===== src/rtl/cache_controller.sv =====
// cache_controller: sequencing FSM for a direct-mapped, write-through,
// no-write-allocate data cache. Stalls the pipeline on load misses and
// stores, runs the main-memory word handshake and steps the block refill.
// Optional feature macro: CACHE_STATS_EN adds saturating load hit/miss
// counters and their hit_cnt/miss_cnt ports.
//
// state  | meaning
// -------+------------------------------------------------------------
// IDLE   | no transfer; loads that hit retire with zero penalty
// REFILL | reading BLOCK_WORDS words from memory into the data array
// WRITE  | single-word write-through to memory (array updated on hit)
// DONE   | one unstalled cycle so the held instruction retires
module cache_controller #(
  parameter int BLOCK_WORDS = 4,
  parameter int CNT_W       = 16,
  localparam int IDX_W      = $clog2(BLOCK_WORDS)
) (
  input  logic             clk,
  input  logic             rst_n,
  input  logic             MemRead,
  input  logic             MemWrite,
  input  logic             hit,
  input  logic             mem_ready,
  output logic             stall,
  output logic             mem_rd,
  output logic             mem_wr,
  output logic             cache_we,
  output logic             cache_valid_set,
`ifdef CACHE_STATS_EN
  output logic [CNT_W-1:0] hit_cnt,
  output logic [CNT_W-1:0] miss_cnt,
`endif
  output logic [IDX_W-1:0] word_idx
);

  typedef enum logic [1:0] {
    IDLE   = 2'd0,
    REFILL = 2'd1,
    WRITE  = 2'd2,
    DONE   = 2'd3
  } state_t;

  state_t           r_state;
  state_t           w_next;
  logic [IDX_W-1:0] r_word_idx;
  logic             r_hit_q;
  logic             w_last_word;
  logic             w_miss_start;
  logic             w_load_hit;
  logic             w_store_start;

  assign w_last_word   = (r_word_idx == IDX_W'(BLOCK_WORDS - 1));
  assign w_store_start = (r_state == IDLE) && MemWrite;
  assign w_miss_start  = (r_state == IDLE) && MemRead && !hit && !MemWrite;
  assign w_load_hit    = (r_state == IDLE) && MemRead && hit && !MemWrite;
  assign word_idx      = r_word_idx;

  // State register
  always_ff @(posedge clk or negedge rst_n) begin
    if (!rst_n) r_state <= IDLE;
    else        r_state <= w_next;
  end

  // Next-state and combinational outputs
  always_comb begin
    w_next          = r_state;
    stall           = 1'b0;
    mem_rd          = 1'b0;
    mem_wr          = 1'b0;
    cache_we        = 1'b0;
    cache_valid_set = 1'b0;
    case (r_state)
      IDLE: begin
        if (MemWrite) begin
          stall  = 1'b1;
          w_next = WRITE;
        end else if (MemRead && !hit) begin
          stall  = 1'b1;
          w_next = REFILL;
        end
      end
      REFILL: begin
        stall  = 1'b1;
        mem_rd = 1'b1;
        if (mem_ready) begin
          cache_we = 1'b1;
          if (w_last_word) begin
            cache_valid_set = 1'b1;
            w_next          = DONE;
          end
        end
      end
      WRITE: begin
        stall  = 1'b1;
        mem_wr = 1'b1;
        if (mem_ready) begin
          cache_we = r_hit_q;
          w_next   = DONE;
        end
      end
      DONE: begin
        w_next = IDLE;
      end
      default: w_next = IDLE;
    endcase
  end

  // Refill word pointer; wraps to 0 naturally after the last word
  always_ff @(posedge clk or negedge rst_n) begin
    if (!rst_n)
      r_word_idx <= '0;
    else if (w_miss_start)
      r_word_idx <= '0;
    else if (r_state == REFILL && mem_ready)
      r_word_idx <= r_word_idx + IDX_W'(1);
  end

  // Remember whether the store hit so the array is only updated on a hit
  always_ff @(posedge clk or negedge rst_n) begin
    if (!rst_n)             r_hit_q <= 1'b0;
    else if (w_store_start) r_hit_q <= hit;
  end

`ifdef CACHE_STATS_EN
  logic [CNT_W-1:0] r_hit_cnt;
  logic [CNT_W-1:0] r_miss_cnt;

  assign hit_cnt  = r_hit_cnt;
  assign miss_cnt = r_miss_cnt;

  // Saturating load hit/miss counters, only counted from IDLE
  always_ff @(posedge clk or negedge rst_n) begin
    if (!rst_n) begin
      r_hit_cnt  <= '0;
      r_miss_cnt <= '0;
    end else begin
      if (w_load_hit && (r_hit_cnt != {CNT_W{1'b1}}))
        r_hit_cnt <= r_hit_cnt + CNT_W'(1);
      if (w_miss_start && (r_miss_cnt != {CNT_W{1'b1}}))
        r_miss_cnt <= r_miss_cnt + CNT_W'(1);
    end
  end
`endif

endmodule


===== config.mk =====
export PLATFORM = sky130hd
export DESIGN_NAME = cache_controller
export DESIGN_NICKNAME = d
export VERILOG_FILES = /design/src/rtl/cache_controller.sv
export SDC_FILE = /design/constraint.sdc
export NUM_CORES = 1
export LEC_CHECK = 0
export ABC_AREA = 1
export BUFFER_PORTS_ARGS = -buffer_cell sky130_fd_sc_hd__buf_2
export CORE_AREA = 2 2 39 41
export DETAILED_ROUTE_END_ITERATION = 8
export DIE_AREA = 0 0 41 43
export PLACE_DENSITY = 0.62
export SLEW_MARGIN = 10
export SYNTH_ARGS = -nofsm -noshare
export SYNTH_HDL_FRONTEND = slang
export SYNTH_SLANG_ARGS = --single-unit

===== constraint.sdc =====
create_clock -name clk -period 1.2 [get_ports clk]
set_input_delay 0.24 -clock clk [delete_from_list [all_inputs] [get_ports clk]]
set_output_delay 0.24 -clock clk [all_outputs]
set_load 0.02 [all_outputs]

[Word-level counts from Yosys, hierarchy flattened]
Index checks and enable logic that the tools add are counted.
Storage, ports and cells
  register bits after elaboration: 5
  bits in latches: 0
  RAM bits: 0
  bits in read-only memories: 0
  input port bits: 6
  output and inout bits: 7
  logic and storage cells: 43
  memories kept: 0
Cells by class
  add/sub/neg operators: 1
  multipliers: 0
  divide/modulo/power cells: 0
  magnitude comparators: 0
  equal/unequal tests: 8
  shifts and indexed selects: 0
  multiplexer cells: 19
  bitwise operators: 0
  reduce and logical (&&, ||, !) cells: 12
Operators by type and width (count)
  2-to-1 mux 2 bit: 7
  2-to-1 mux 1 bit: 9
  one-hot mux 2 bit (4 select lines): 1
  equality test 2 bit (second input constant): 3
  logical AND 1 bit: 6
  inequality test 2 bit (second input constant): 3
  one-hot mux 1 bit (2 select lines): 2
  AND reduction 4 bit: 1
  inequality test 3 x 2 -> 1 bit (second input constant): 1
  adder 2 x 1 -> 2 bit (second input constant): 1
  equality test 2 x 1 -> 1 bit (second input constant): 1
  logical NOT 1 bit: 2
  logical NOT 2 bit: 1
  nonzero test 2 bit: 1
  OR reduction 2 bit: 1

[Depth between registers and ports, before layout]
  word-level depth: 5
  gate-level depth with buffers: 8
  gate-level depth less buffers: 8

[Least setup slack after synthesis]
OpenSTA, ideal clock, no wires.
  path kind: reg2out
  start: register r_state[1]
  end: output port cache_valid_set
  arrival: 1376 ps
  data required time: 960 ps
  setup slack: -416 ps
  cell stages (with the launch flop): 5
  path buffers: 0
  path through: dfrtp_1 inv_1 ha_1 inv_1 nor3_1
On the way
  word-level cells in the longest chain between the ends: 2
Ends and longest elaborated chain
  start, declared: line 43  | state_t r_state;
  start signal, assigned: line 61  | else r_state <= w_next;
  equality test 2 x 1 -> 1 bit: line 72  | case (r_state)
  2-to-1 mux 1 bit: line 72
  end, declared: line 28  | output logic cache_valid_set,
No other way between the ends.

[Worst setup path after layout]
  start: register r_state[0]
  end: output port cache_we
On the way
  word-level cells in the longest chain between the ends: 2
  elaborated cells on any way between the ends: 3
  those cells by class: eq/ne: 2; mux: 1
Ends and longest elaborated chain
  equality test 2 bit or equality test 2 x 1 -> 1 bit (tied branches): line 72
  one-hot mux 1 bit (2 select lines) (*): line 72
  end, declared: line 27  | output logic cache_we,
Every way passes the cells marked *; elsewhere a longest branch is shown, timed or not.

==> reports/qor.yml <==
status:
  outcome: "complete, but fails checks"
  violations: "setup timing"
setup_path:
  path_class: "reg -> out"
  critical_path_peak_fanout: 4
  critPathLaunchType: "flop"
  r2r_cells: 8
  r2r-end: "r_state[0]"
  rrSetupSlack_ns: -0.12
  required_ns: 0.96
  worst_setup_path_end_kind: "output pin"
  crit_start: "r_state[0]"
  critPathCapture: "cache_we"
  worstReg2RegStart: "r_state[1]"
  crit_arrival_ns: 1.29
route:
  ant_nets: 0
  vias: 434
  avgViaCountPerCell: 4.340
  drt_iter0_drc: 4
  highest_layer: "met4"
  drc: 0
  wl_met1_um: 461
  met3_length_um: 16
  dr.pass1.iters: 3
  routed_wl_um: 994
  routedWlPerCell_um: 9.940
  dr_wl_met2_um: 501
place:
  io_buffer_count: 12
  place_congestion: 0.7844
  dp_slack_ns: -0.1253
  place_hpwl_um: 821.3
power:
  seq_power_share_pct: 16.3
  intPower_w: 0.001114
  p_leak_nw: 0.3758
  swShare_pct: 47.50
  clock_power_share_pct: 9.4
  ir_worst_vdd_mv: 1.605
  p_sw_w: 0.001008
  p_comb_share_pct: 74.2
  power.density_mw_per_mm2: 2794
clock_tree:
  tritoncts: "yes"
  clock_sinks: 5
  clock_latency_ns: 0.25
  cts.clk_slew.worst_paths_ns: 0.04
  h-tree-depth: 1
  cts_buffer_depth: 2
  numCtsBuffers: 3
  cts_root_buf: "clkbuf_4"
timing:
  setup_tns_ns: -1.686
  finalCritPeriodShare_pct: 127.6
  finalHoldViolCount: 0
  slew_headroom_pct: 88.95
  rsz0062_at_grt: "true"
  maxSlewViolCount: 0
  fin_crit_ns: 1.532
  worstMarginPinSlew_ns: 0.1652
  layout_setup_ws_ns: -0.3318
  setup_violations: 9
  fin_skew_ns: 0.0005138
  fmax_ghz: 0.6528
final_layout:
  nNetsFinal: 99
  fill_cells: 131
  drive_gt1_share_pct: 52.38
  antennaDiodeCount: 0
  syn_to_final_growth_pct: 72.44
floorplan:
  die_width_um: 41
  pin_count: 13
  core_mm2: 0.001384
  dieArea_mm2: 0.001763
  start_util_pct: 31.83
  die_h_um: 43
  rows: 14
synth:
  seq_area_frac_synth_pct: 28.41
  synth_top_area_share_pct: 28.41
  syn_nets: 74
  syn-cell-area_um2: 440.4
  syn_area_per_cell_um2: 7.340
  synth_area_leaders: "dfrtp_1 28%, ha_1 23%, inv_1 11%"
  ys_warn_count: 0
  synthCells: 60
  yosys.area.top_type: "dfrtp_1"
  ys_ff_latch: 5
  synthDistinctLibCells: 15
global_route:
  grt_pass1_wl_um: 1642
  gr-total-overflow: 0
  antenna_found_initial: 0
  grt_usage_pct: 14.70
  grt_pass1_vias: 391
  grt_max_degree: 8
hold_path:
  hold_depth: 3
  hp-start: "hit"
  hold_path_class: "in -> reg"
job:
  maxCapViolCount: 0
==> layer usage <==
metal  vias to the layer above  track usage (%)
met5                         -                0
met4                         0            10.00
met3                         2            3.141
met2                         8            22.81
met1                       184            16.88
li1                        240                -
==> through the flow <==
stage               utilization (%)  hold WS [ns]  std cells  total power, W  area [um^2]
detailed placement            49.19       0.06586         94        0.001780        680.7
CTS                           54.52        0.2710        100        0.002142        754.5
finish                        54.88        0.2799        100        0.002122        759.5
floorplan                         -      -0.05559         60        0.001407        555.5
global route                  54.88        0.2891        100        0.002346        759.5
global placement              49.19       0.06502         94        0.001752        680.7
==> registers in the layout, indices dropped and copies added, names as in the netlist <==
name,count
r_hit_q,1
r_state,2
word_idx,2
==> cell usage in the layout (no fill, tap or decap) <==
| master | count |
|---|---|
| dfrtp_2 | 2 |
| clkbuf_1 | 1 |
| o21ai_2 | 2 |
| ha_1 | 3 |
| nor2_1 | 5 |
| buf_6 | 3 |
| o211ai_1 | 1 |
| nor3_4 | 1 |
| inv_4 | 3 |
| a31oi_1 | 1 |
| inv_1 | 9 |
| nand3_1 | 2 |
| o21ai_0 | 1 |
| ha_4 | 5 |
| inv_2 | 1 |
| nand2_4 | 1 |
| xor2_1 | 1 |
| nand2_1 | 10 |
| nor2_2 | 2 |
| nand3_2 | 2 |
| buf_4 | 9 |
| buf_2 | 7 |
| a21oi_1 | 2 |
| clkbuf_4 | 3 |
| dlygate4sd3_1 | 1 |
| dfrtp_1 | 3 |
| nand2_2 | 1 |
| a21oi_4 | 2 |
==> kinds of logic (layout without fill, tap and decap cells) <==
| group | count (synthesis) | after routing | synth area share [%] |
|---|---|---|---|
| xor gates and xnor gates | 1 | 1 | 1.989 |
| buffers and inverters | 13 | 37 | 11.08 |
| adders and majority gates | 8 | 8 | 22.73 |
| and+or+nand+nor | 24 | 24 | 24.71 |
| DFF | 5 | 5 | 28.41 |
| AOI/OAI and AO/OA | 9 | 9 | 11.08 |
==> cells in the mapped netlist, drive strengths merged <==
| library cell | n |
|---|---|
| a21oi | 4 |
| ha | 8 |
| a31oi | 1 |
| dfrtp | 5 |
| o211ai | 1 |
| o21ai | 3 |
| inv | 13 |
| nand3 | 4 |
| nor2 | 7 |
| nand2 | 12 |
| nor3 | 1 |
| xor2 | 1 |
==> repair_timing <==
item | CTS | global route
setup endpoints to repair | 9 | 9
setup buffers | 1 | 0
resized for setup | 10 | 2
pin swaps | 0 | 2
endpoints found under the hold margin | 5 | 0
hold buffers | 1 | 0
==> power groups by stage <==
stage | combinational, W | clock [W] | sequential (W)
finish | 0.00157 | 0.000200 | 0.000347
CTS | 0.00158 | 0.000212 | 0.000346
detailed placement | 0.00142 | 0 | 0.000359
global route | 0.00177 | 0.000221 | 0.000360
floorplan | 0.000989 | 0 | 0.000418
global placement | 0.00140 | 0 | 0.000351
==> area by class of cell <==
class / instances / area, um^2 / share of cell area (%)
Multi-Input combinational cell: 42 / 382.9 / 50.41
Timing Repair Buffer: 20 / 146.4 / 19.28
Sequential cell: 5 / 127.6 / 16.80
Inverter: 13 / 56.30 / 7.414
Clock buffer: 4 / 26.28 / 3.460
Tap cell: 16 / 20.02 / 2.636
==> worst min path at each step <==
stage,end,slack (ns)
detailed placement,r_hit_q,0.07
CTS,r_hit_q,0.27
finish,r_hit_q,0.28
global route,r_hit_q,0.29
floorplan,r_hit_q,-0.06
global placement,word_idx[1],0.07
==> critical path: stages, from the launching register on <==
cell     delay, ns
dfrtp_2       0.41
buf_4         0.16
ha_4          0.17
nand2_4       0.07
a21oi_4       0.12
buf_6         0.13
Note: power is estimated with default switching activity, not from simulation.
